File: src/rtl/key_scan_tx.sv
// key_scan_tx: 4x4 key matrix scanner with frame debounce, single-key
// detection and a one-deep handoff of the key's ASCII code to a UART transmitter.
module key_scan_tx #(
    parameter int SCAN_DIV        = 50000,
    parameter int DEBOUNCE_FRAMES = 4
) (
    input  logic       clk,
    input  logic       rst,
    input  logic [3:0] col,
    output logic [3:0] row,
    input  logic       tx_busy,
    output logic [7:0] data,
    output logic       tx_start,
    output logic       key_down,
    output logic       overflow
);

    localparam int DIV_W = (SCAN_DIV > 1) ? $clog2(SCAN_DIV) : 1;
    localparam int STB_W = $clog2(DEBOUNCE_FRAMES + 1);
    localparam logic [DIV_W-1:0] DIV_LAST = DIV_W'(SCAN_DIV - 1);
    localparam logic [STB_W-1:0] STB_MAX  = STB_W'(DEBOUNCE_FRAMES);

    typedef enum logic [1:0] {IDLE, HELD, BLOCKED} key_state_e;

    logic [3:0]       col_m_q, col_s_q;
    logic [DIV_W-1:0] div_q, div_d;
    logic [1:0]       row_idx_q, row_idx_d;
    logic [15:0]      frame_q, frame_d;
    logic [15:0]      prev_q, prev_d;
    logic [STB_W-1:0] stable_q, stable_d;
    key_state_e       state_q, state_d;
    logic [7:0]       data_q, data_d;
    logic             pending_q, pending_d;
    logic             start_prev_q, start_prev_d;
    logic             overflow_q, overflow_d;

    logic             row_last, frame_end, accepted, one_hot, multi, emit, start;
    logic [3:0]       key_idx;

    // Key index 0..9 map to '0'..'9', 10..15 map to 'A'..'F'.
    function automatic logic [7:0] key_code(input logic [3:0] k);
        if (k < 4'd10) return 8'h30 + {4'h0, k};
        else           return 8'h41 + ({4'h0, k} - 8'd10);
    endfunction

    // Row divider, row pointer and frame capture; the frame seen at frame end
    // includes the row being sampled on that same cycle.
    always_comb begin
        div_d     = div_q;
        row_idx_d = row_idx_q;
        frame_d   = frame_q;
        row_last  = (div_q == DIV_LAST);
        if (row_last) begin
            div_d     = '0;
            row_idx_d = row_idx_q + 2'd1;
            frame_d[int'(row_idx_q) * 4 +: 4] = ~col_s_q;
        end else begin
            div_d = div_q + DIV_W'(1);
        end
        frame_end = row_last && (row_idx_q == 2'd3);
    end

    // Frame-to-frame debounce: count consecutive identical frames, saturating.
    always_comb begin
        prev_d   = prev_q;
        stable_d = stable_q;
        if (frame_end) begin
            prev_d = frame_d;
            if (frame_d == prev_q)
                stable_d = (stable_q == STB_MAX) ? stable_q : stable_q + STB_W'(1);
            else
                stable_d = '0;
        end
        accepted = frame_end && (stable_d == STB_MAX);
    end

    // Locate the pressed key and classify the frame as single or multi key.
    always_comb begin
        key_idx = 4'd0;
        for (int i = 0; i < 16; i++) begin
            if (frame_d[i]) key_idx = 4'(i);
        end
        one_hot = $onehot(frame_d);
        multi   = (frame_d != 16'h0) && !one_hot;
    end

    // Key FSM: a new code is emitted only on an IDLE -> HELD transition.
    always_comb begin
        state_d = state_q;
        emit    = 1'b0;
        case (state_q)
            IDLE: begin
                if (accepted && one_hot) begin
                    state_d = HELD;
                    emit    = 1'b1;
                end else if (accepted && multi) begin
                    state_d = BLOCKED;
                end
            end
            HELD, BLOCKED: begin
                if (accepted && (frame_d == 16'h0)) state_d = IDLE;
            end
            default: state_d = IDLE;
        endcase
    end

    // Handoff to the UART: start is combinational from the pending flag so an
    // emit in the start cycle can refill data/pending on the closing edge
    // without touching data while tx_start is visible.
    always_comb begin
        start        = pending_q && !tx_busy && !start_prev_q && !rst;
        start_prev_d = start;
        pending_d    = pending_q;
        data_d       = data_q;
        overflow_d   = 1'b0;
        if (start) pending_d = 1'b0;
        if (emit) begin
            if (pending_q && !start) begin
                overflow_d = 1'b1;
            end else begin
                data_d    = key_code(key_idx);
                pending_d = 1'b1;
            end
        end
    end

    // All state registers, including the two-flop column synchronizer.
    always_ff @(posedge clk) begin
        if (rst) begin
            col_m_q      <= '0;
            col_s_q      <= '0;
            div_q        <= '0;
            row_idx_q    <= '0;
            frame_q      <= '0;
            prev_q       <= '0;
            stable_q     <= '0;
            state_q      <= IDLE;
            data_q       <= '0;
            pending_q    <= 1'b0;
            start_prev_q <= 1'b0;
            overflow_q   <= 1'b0;
        end else begin
            col_m_q      <= col;
            col_s_q      <= col_m_q;
            div_q        <= div_d;
            row_idx_q    <= row_idx_d;
            frame_q      <= frame_d;
            prev_q       <= prev_d;
            stable_q     <= stable_d;
            state_q      <= state_d;
            data_q       <= data_d;
            pending_q    <= pending_d;
            start_prev_q <= start_prev_d;
            overflow_q   <= overflow_d;
        end
    end

    assign row      = ~(4'b0001 << row_idx_q);
    assign data     = data_q;
    assign tx_start = start;
    assign key_down = (state_q == HELD);
    assign overflow = overflow_q;

endmodule

File: config.mk
export PLATFORM = sky130hd
export DESIGN_NAME = key_scan_tx
export DESIGN_NICKNAME = d
export VERILOG_FILES = /design/src/rtl/key_scan_tx.sv
export SDC_FILE = /design/constraint.sdc
export NUM_CORES = 1
export LEC_CHECK = 0
export BUFFER_PORTS_ARGS = -buffer_cell sky130_fd_sc_hd__buf_2
export CAP_MARGIN = 20
export CORE_ASPECT_RATIO = 1.1
export CORE_UTILIZATION = 40
export DETAILED_ROUTE_END_ITERATION = 6
export SKIP_LAST_GASP = 1
export SYNTH_ARGS = -nofsm -noshare
export SYNTH_HDL_FRONTEND = slang
export SYNTH_SLANG_ARGS = --single-unit
File: constraint.sdc
create_clock -name clk -period 20.1 [get_ports clk]
set_input_delay 2.01 -clock clk [delete_from_list [all_inputs] [get_ports clk]]
set_output_delay 2.01 -clock clk [all_outputs]
set_load 0.01 [all_outputs]
# After elaboration in Yosys (flattened, before gate mapping)
# Cells that the tools add are included.
# word_totals
ramBits	0
register_bits	74
inputBits	7
latch_bits	0
elab_cells	106
out_inout_bits	15
rom_bits	0
memories	0
# classes
div_mod_pow	0
shift	3
addsub	22
reduce_logical	23
eq_ne	10
muxes	31
order_cmp	1
n_bitwise	4
mul	0
# op_table
op	n
$mux 4	14
$neg 4->33	1
$shift 4x33->16 const A	1
$shiftx 4x33->16	1
$add 1x1->2	8
$add 16x1->16 const B	1
$bwmux 16	1
$eq 16x16->1	1
$eq 16x16->1 const B	1
$logic_not 16->1	1
$mux 16	1
$reduce_bool 16->1	1
$add 2x2->3	4
$logic_and 1x1->1	10
$mux 3	3
$add 3x3->4	2
$add 7x8->8 const A	1
$mux 8	1
$not 4->4	2
$add 6x4->7 const A	1
$mux 1	7
$eq 3x3->1 const B	2
$mux 2	3
$reduce_or 2->1	3
other kinds (16)	23

# Logic depth before layout (Yosys ltp)
# Gate-level depths: netlist of run 1.
# logic_depth
ltp_word	22
mapped_depth	25
ltp_nobuf	24

# Worst setup path before layout of run 1
# OpenSTA, ideal clock, no wires.
# synth_timing
path_kind	register to register
from	register row_idx_q[0]
to	register data_q[0] (netlist: data[0])
stages_incl_launch_ff	22
setup_slack_ns	13.441
period_less_slack_ns	6.659
setup_time_ns	0.064
t_required_ns	20.036
n_path_buf	2
arrival_time_ns	6.595
cell_sequence	dfxtp_1 clkbuf_1 inv_1 ha_1 or4b_2 clkbuf_1 nor2_1 mux2i_1 fa_1 fa_1 fa_1 fa_1 inv_1 ha_1 fa_1 nor4b_1 nand3_1 or4_1 a21oi_2 nand4_2 or4_1 nand4_1
# synth_via
elab_chain_cells	22
word_cells_on_any_way	52
classes_between	add/sub (19); order compare (1); eq/ne (4); shift (2); mux (22); reduce/logical (4)
# synth_lines
item	line	text
start, declared	27	logic [1:0] row_idx_q, row_idx_d;
start signal, assigned	146	row_idx_q <= row_idx_d;
$neg 4->33	56	frame_d[int'(row_idx_q) * 4 +: 4] = ~col_s_q;
$shiftx 4x33->16 / $shift 4x33->16 (equally long branches)	56	
$bwmux 16	56	
$mux 16	53	if (row_last) begin
$mux 1	81	if (frame_d[i]) key_idx = 4'(i);
$mux 4 (14 in a row)	81	
$sub 4x4->5	43	else return 8'h41 + ({4'h0, k} - 8'd10);
$add 7x8->8	43	
$mux 8	42	if (k < 4'd10) return 8'h30 + {4'h0, k};
end signal, assigned	151	data_q <= data_d;
end, declared	32	logic [7:0] data_q, data_d;
# Several ways; a longest one is shown, not always the timed one.
# A chain may end at the register's enable or synchronous reset.

# Worst setup path in the final report of run 1
# layout_timing
from	register div_q[7]
to	register data_q[0] (netlist: data[0])
# layout_via
word_cells_on_any_way	48
classes_between	add/sub (18); order compare (1); eq/ne (4); mux (21); reduce/logical (4)
# layout_rtl
item	line	text
start, declared	26	logic [DIV_W-1:0] div_q, div_d;
start signal, assigned	145	div_q <= div_d;
$eq 16x16->1 (*)	52	row_last = (div_q == DIV_LAST);
$mux 16 (*)	53	
named net frame_d[9]	28	logic [15:0] frame_q, frame_d;
$mux 4 (7 in a row)	81	
$sub 4x4->5	43	
$add 7x8->8	43	
$mux 8	42	
# The timed path passes the listed nets; every way through them passes the cells marked *.

==> flow_summary.ini, run 1 <==
[cts]
post_cts_resized = 0
clock_sinks = 73
cts_tree = done
worstSkewPairLatency_ns = 0.35
clock_path_buffers = 2
h-tree-depth = 3
clkSlewWorstSetupHoldPaths_ns = 0.06
cts_made_buffers = 9
post_cts_buffers = 0
clockRootBuffer = clkbuf_16
ctsHoldBuffers = 0

[route]
via_per_inst = 5.47
wl_per_cell_um = 15.9
drc = 0
wl_um = 11400
drtPass1Iterations = 5
drt_iter0_drc = 239
dr_total_vias = 3905
postRouteAntennaNets = 0

[die]
start_util_pct = 41.4
die_area_um2 = 11900
ioPinCount = 22
rows = 40
die_y_um = 114
core_area_um2 = 11100
die_w_um = 104

[outcome]
outcome = complete, no violations

[final_layout]
area_delta_synth_final_pct = 10.7
finish.utilization_pct = 45.8
drive_gt1_share_pct = 11.5
n_fill_cell = 1081
final_cell_mix = 86 x nor2_1, 73 x dfxtp_1, 42 x inv_1
nets = 599
insertedDiodeCount = 0
final_common_cell = nor2_1

[global_route]
grt-ovfl-total = 0
grt_antenna_before_repair = 0
track_usage_pct = 20.2
met2_usage_pct = 34.4
top_usage_layer = met2
grt_pass1_vias = 3674
grt_max_degree = 65
grt_pass1_wl_um = 18600
met1_usage_pct = 24.2
grt.met3_usage_pct = 3.59

[sta]
setup_viol = 0
report.final.slew_viol_count = 0
maxSlewHeadroom_pct = 40.7
tightest_slew_ns = 0.867
clock.fmax_mhz = 134
hold_viol_final = 0
min_period_over_period_pct = 37.2
tns_ns = 0
rsz0062_at_grt = false
fin_skew_ns = 0.00867
fin_crit_ns = 7.47

[yosys]
synthDistinctLibCells = 71
synth-seq-cells = 73
ys_warn_count = 0
ys_async_sr_fraction_pct = 0
ys_seq_area_share_pct = 31.9
synth-main-ff-cell = dfxtp_1
syn_area_um2 = 4580
syn_nets = 589
syn_avg_cell_area_um2 = 8.30
synth-edff-count = 0
synthCells = 552

[hold_path]
whs_endpoint = col_s_q[3]
worst_hold_startpoint = col_m_q[3]
hold_depth = 1
hold_class = flip-flop to flip-flop

[setup_path]
reg2reg_depth = 19
r2r_start = div_q[7]
cp-start-kind = flip-flop
end_kind = flip-flop
required_ns = 20.39
worstPathMaxFanout = 8
ff2ff_setup_slack_ns = 12.63
r2r-end = data[0]
critPathKind = flip-flop to flip-flop
worst_ep_arrival_time_ns = 7.75

[power_and_ir_drop]
p_total_w = 0.000304
ir_worst_vdd_mv = 0.0313
power_leakage_nw = 2.00
power.density_nw_per_um2 = 59.9

[place]
gp_congestion = 0.856
hpwlAfterDp_um = 8300
place.port_buffers = 20

[job]
max-cap-violations = 0
cells by family (layout without fill, tap and decap cells):
group / count (synthesis) / in the layout / synth area share (%)
adders and majority gates: 30 / 30 / 9.83
other: 1 / 1 / 0.0818
muxes: 22 / 22 / 5.00
buffers and inverters: 69 / 84 / 6.09
and+or+nand+nor: 222 / 222 / 26.7
AOI/OAI and AO/OA: 106 / 106 / 14.9
DFF: 73 / 73 / 31.9
xor gates and xnor gates: 29 / 29 / 5.54
flip-flops by register name (all words and copies together) (netlist names):
register / count
div_q: 16
frame_q: 16
prev_q: 16
data: 7
col_m_q: 4
col_s_q: 4
stable_q: 3
row_idx_q: 2
state_q: 2
overflow: 1
pending_q: 1
start_prev_q: 1
Yosys cell counts, types with 15 or more instances:
master    number  area share, %
clkbuf_1      18            1.5
inv_1         42            3.4
a21oi_1       35            3.8
nand2_1       27            2.2
o21ai_0       20            2.2
mux2i_1       18            3.9
xor2_1        16            3.1
nor3_1        15            1.6
nor2_1        86            7.0
a211oi_1      15            2.5
ha_1          20            5.5
dfxtp_1       73             32
report_power, final:
part	leakage, nW	switching [W]	internal, W
Clock	0.129	0.0000627	0.0000869
Sequential	0.590	0.00000132	0.000146
Combinational	1.28	0.00000457	0.00000224
Total	2.00	0.0000686	0.000235
critical path: stages (launching register included):
cell and delay (ns):
dfxtp_1 0.34, or4_4 0.61, nor4_4 0.70, mux2i_1 0.71
inv_1 0.15, fa_1 0.53, inv_1 0.05, fa_1 0.46
fa_1 0.49, fa_1 0.50, inv_1 0.04, ha_1 0.21
fa_1 0.45, nor4b_1 0.44, nand3_1 0.23, or4_1 0.53
a21oi_2 0.14, nand4_2 0.22, or4_1 0.50, nand4_1 0.11
how the worst max path moves through the flow:
stage                 start      end  slack (ns)  depth (start not counted)
4_1_cts            div_q[7]  data[0]       12.68                         19
2_1_floorplan  row_idx_q[0]  data[0]       13.44                         21
6_report           div_q[7]  data[0]       12.63                         19
5_1_grt        row_idx_q[0]  data[0]       12.20                         21
3_5_place_dp       div_q[7]  data[0]       12.74                         19
3_3_place_gp       div_q[7]  data[0]       12.90                         19
per-stage QoR:
stage	cell area (um2)	hold WS (ns)	setup slack, ns	instances
floorplan	4580	0.414	13.44	552
global placement	4800	0.426	12.90	698
detailed placement	4800	0.436	12.74	698
CTS	5070	0.456	12.68	714
global route	5070	0.466	12.20	714
finish	5070	0.445	12.63	714
metal layers:
metal,wire length (um),share of wire (%)
met2,5440,48
met3,390,3.4
met4,322,2.8
met5,0,0
met1,5210,46
layout make-up:
class	instances	area (um2)	area share (%)
multi-input cells	410	2850	56.2
flip-flops and latches	73	1460	28.8
clock buffers	12	246	4.86
well taps	147	184	3.63
inverters	42	158	3.11
repair buffers	26	145	2.86
clock inverters	4	28.8	0.567
Power figures use the tool's default switching activity.
==> run 2, diff against run 1 <==
--- a/config.mk
+++ b/config.mk
@@ -5,6 +5,7 @@
 export SDC_FILE = /design/constraint.sdc
 export NUM_CORES = 1
 export LEC_CHECK = 0
+export ABC_AREA = 1
 export BUFFER_PORTS_ARGS = -buffer_cell sky130_fd_sc_hd__buf_2
 export CAP_MARGIN = 20
 export CORE_ASPECT_RATIO = 1.1
==> constraint.sdc (replaced) <==
create_clock -name clk -period 6.11 [get_ports clk]
set_input_delay 0.611 -clock clk [delete_from_list [all_inputs] [get_ports clk]]
set_output_delay 0.611 -clock clk [all_outputs]
set_load 0.01 [all_outputs]
==> run 2 against run 1 <==
Effect of this change:
- synthesized cell count grew 16%
- via count unchanged
- clock-buffer cell count decreased by 3
- critical path type unchanged
==> flow_summary.ini, run 2 <==
[setup_path]
ff2ff_setup_slack_ns = 0.45
cp-start-kind = flip-flop
worst_ep_arrival_time_ns = 5.92
worstPathMaxFanout = 10
reg2reg_depth = 24
required_ns = 6.37
end_kind = flip-flop
r2r-end = data[3]
critPathKind = flip-flop to flip-flop
r2r_start = row_idx_q[0]

[yosys]
netlist_top_cells_count = 132 x nand2_1, 99 x inv_1, 89 x nor2_1, 73 x dfxtp_1, 36 x o21ai_0
synth-edff-count = 0
synthDistinctLibCells = 48
ys_seq_area_share_pct = 32.7
yosys.area_share.simple_pct = 31.6
synth-seq-cells = 73
syn_area_um2 = 4470
synth.area.mux_share_pct = 0
synthXorXnorAreaFrac_pct = 3.31
synth_top_family_by_area = simple AND/OR/NAND/NOR gates
synthCells = 642
yosys.area_share.adder_pct = 10.1
synth_most_common_cell = nand2_1
syn_avg_cell_area_um2 = 6.96
yosysTopAreaCellShare_pct = 32.7
synth_top_area_cell = dfxtp_1
ys_async_sr_fraction_pct = 0
syn_nets = 679
ys_top_cells_by_area = dfxtp_1 33%, nand2_1 11%, inv_1 8.3%, nor2_1 7.5%, ha_1 5.6%
synth-main-ff-cell = dfxtp_1
synth_compound_area_share_pct = 11.2
ys_warn_count = 0

[cts]
ctsHoldBuffers = 0
cts_tree = done
clock_path_buffers = 2
clockRootBuffer = clkbuf_16
cts_made_buffers = 9
post_cts_buffers = 0
clkSlewWorstSetupHoldPaths_ns = 0.06
clock_sinks = 73
worstSkewPairLatency_ns = 0.34
post_cts_resized = 0
h-tree-depth = 3

[sta]
setup_viol = 0
tightest_slew_ns = 0.879
maxSlewHeadroom_pct = 41.4
report.final.slew_viol_count = 0
fin_crit_ns = 5.66
tns_ns = 0
fin_skew_ns = 0.00770
clock.fmax_mhz = 177
min_period_over_period_pct = 92.6
hold_slack_ns = 0.400
hold_viol_final = 0
rsz0062_at_grt = false

[hold_path]
hold_depth = 2
whs_endpoint = col_s_q[2]
hold_class = flip-flop to flip-flop
worst_hold_startpoint = col_m_q[2]

[route]
drtPass1Iterations = 4
via_per_inst = 4.81
dr_total_vias = 3905
drc = 0
drt_iter0_drc = 174
wl_um = 10100
postRouteAntennaNets = 0
wl_per_cell_um = 12.4

[final_layout]
finish.utilization_pct = 45.4
reg_top3 = div_q (16), frame_q (16), prev_q (16)
final_cell_mix = 132 x nand2_1, 99 x inv_1, 89 x nor2_1
area_delta_synth_final_pct = 10.8
drive_gt1_share_pct = 13.2
nets = 697
insertedDiodeCount = 0
final_common_cell = nand2_1

[place]
hpwlAfterDp_um = 7640
gp_congestion = 0.862
place.port_buffers = 20

[global_route]
grt-ovfl-total = 0
grt_max_degree = 44
grt_pass1_wl_um = 17400
track_usage_pct = 19.5
grt_pass1_vias = 3756
grt_antenna_before_repair = 0

[job]
max-cap-violations = 0

[power_and_ir_drop]
ir_worst_vdd_mv = 0.112
p_total_w = 0.000991
power.density_nw_per_um2 = 200
power_leakage_nw = 2.38

[die]
start_util_pct = 40.9
core_area_um2 = 10900
die_y_um = 113
die_area_um2 = 11600
rows = 40
ioPinCount = 22
die_w_um = 103

[outcome]
outcome = complete, no violations
==> run 2: cell families after synthesis <==
| kind of cell | count (synthesis) |
|---|---|
| buffers and inverters | 124 |
| other | 1 |
| AND/OR/NAND/NOR | 309 |
| AO/OA/AOI/OAI | 89 |
| XOR/XNOR | 16 |
| flip-flops | 73 |
| adder cells (fa/ha/maj) | 30 |
==> run 2: routing by layer <==
metal  vias to the layer above  track usage [%]  share of wire (%)  wire [um]
li1                       2047                -                  -          -
met2                        37             32.0                 47       4730
met1                      1806             25.1                 48       4870
met4                         0             8.54                2.2        218
met5                         -                0                  0          0
met3                        15             2.96                2.3        235
==> run 2: cell type report <==
| class | instances | area (um2) |
|---|---|---|
| Clock buffer | 9 | 225 |
| Clock inverter | 7 | 46.3 |
| Multi-Input combinational cell | 445 | 2510 |
| Fill cell | 1152 | 5960 |
| Timing Repair Buffer | 20 | 100 |
| Tap cell | 147 | 184 |
| Inverter | 111 | 419 |
| Sequential cell | 73 | 1460 |
==> run 2: worst max-delay path by stage <==
stage | from | depth (start not counted) | slack (ns) | end
CTS | row_idx_q[0] | 25 | 0.31 | data[3]
global route | row_idx_q[0] | 24 | 0.08 | data[3]
finish | row_idx_q[0] | 24 | 0.45 | data[3]
detailed placement | row_idx_q[0] | 25 | 0.33 | data[3]
floorplan | row_idx_q[0] | 25 | 0.86 | data[0]
global placement | row_idx_q[0] | 25 | 0.55 | data[3]
==> run 2: worst max-delay path, cell delays in order (launching register included) <==
cell and delay [ns]:
dfxtp_2 0.41, inv_2 0.12, ha_1 0.43, nand2_2 0.12
nor2_2 0.17, nand3_1 0.08, o21ai_0 0.08, nand2_1 0.08
o21ai_2 0.09, inv_1 0.13, fa_1 0.56, fa_1 0.43
fa_1 0.47, fa_1 0.50, inv_1 0.05, ha_1 0.20
fa_1 0.44, nor4b_1 0.30, o211a_1 0.30, nand3_1 0.13
nor2_2 0.13, nand2_2 0.09, nand2_1 0.06, nand2_1 0.04
a21oi_1 0.16
==> run 2: power breakdown <==
group	switching (W)	internal, W	total, W
clock network	0.000216	0.000274	0.000490
logic	0.0000140	0.00000546	0.0000195
registers	0.00000171	0.000480	0.000482
total	0.000232	0.000759	0.000991
==> run 2: metrics by stage <==
stage / cells / setup slack [ns] / instance area, um2
3_5_place_dp: 796 / 0.332 / 4680
4_1_cts: 812 / 0.309 / 4950
6_report: 812 / 0.450 / 4950
5_1_grt: 812 / 0.0771 / 4950
3_3_place_gp: 796 / 0.545 / 4680
2_1_floorplan: 642 / 0.856 / 4470
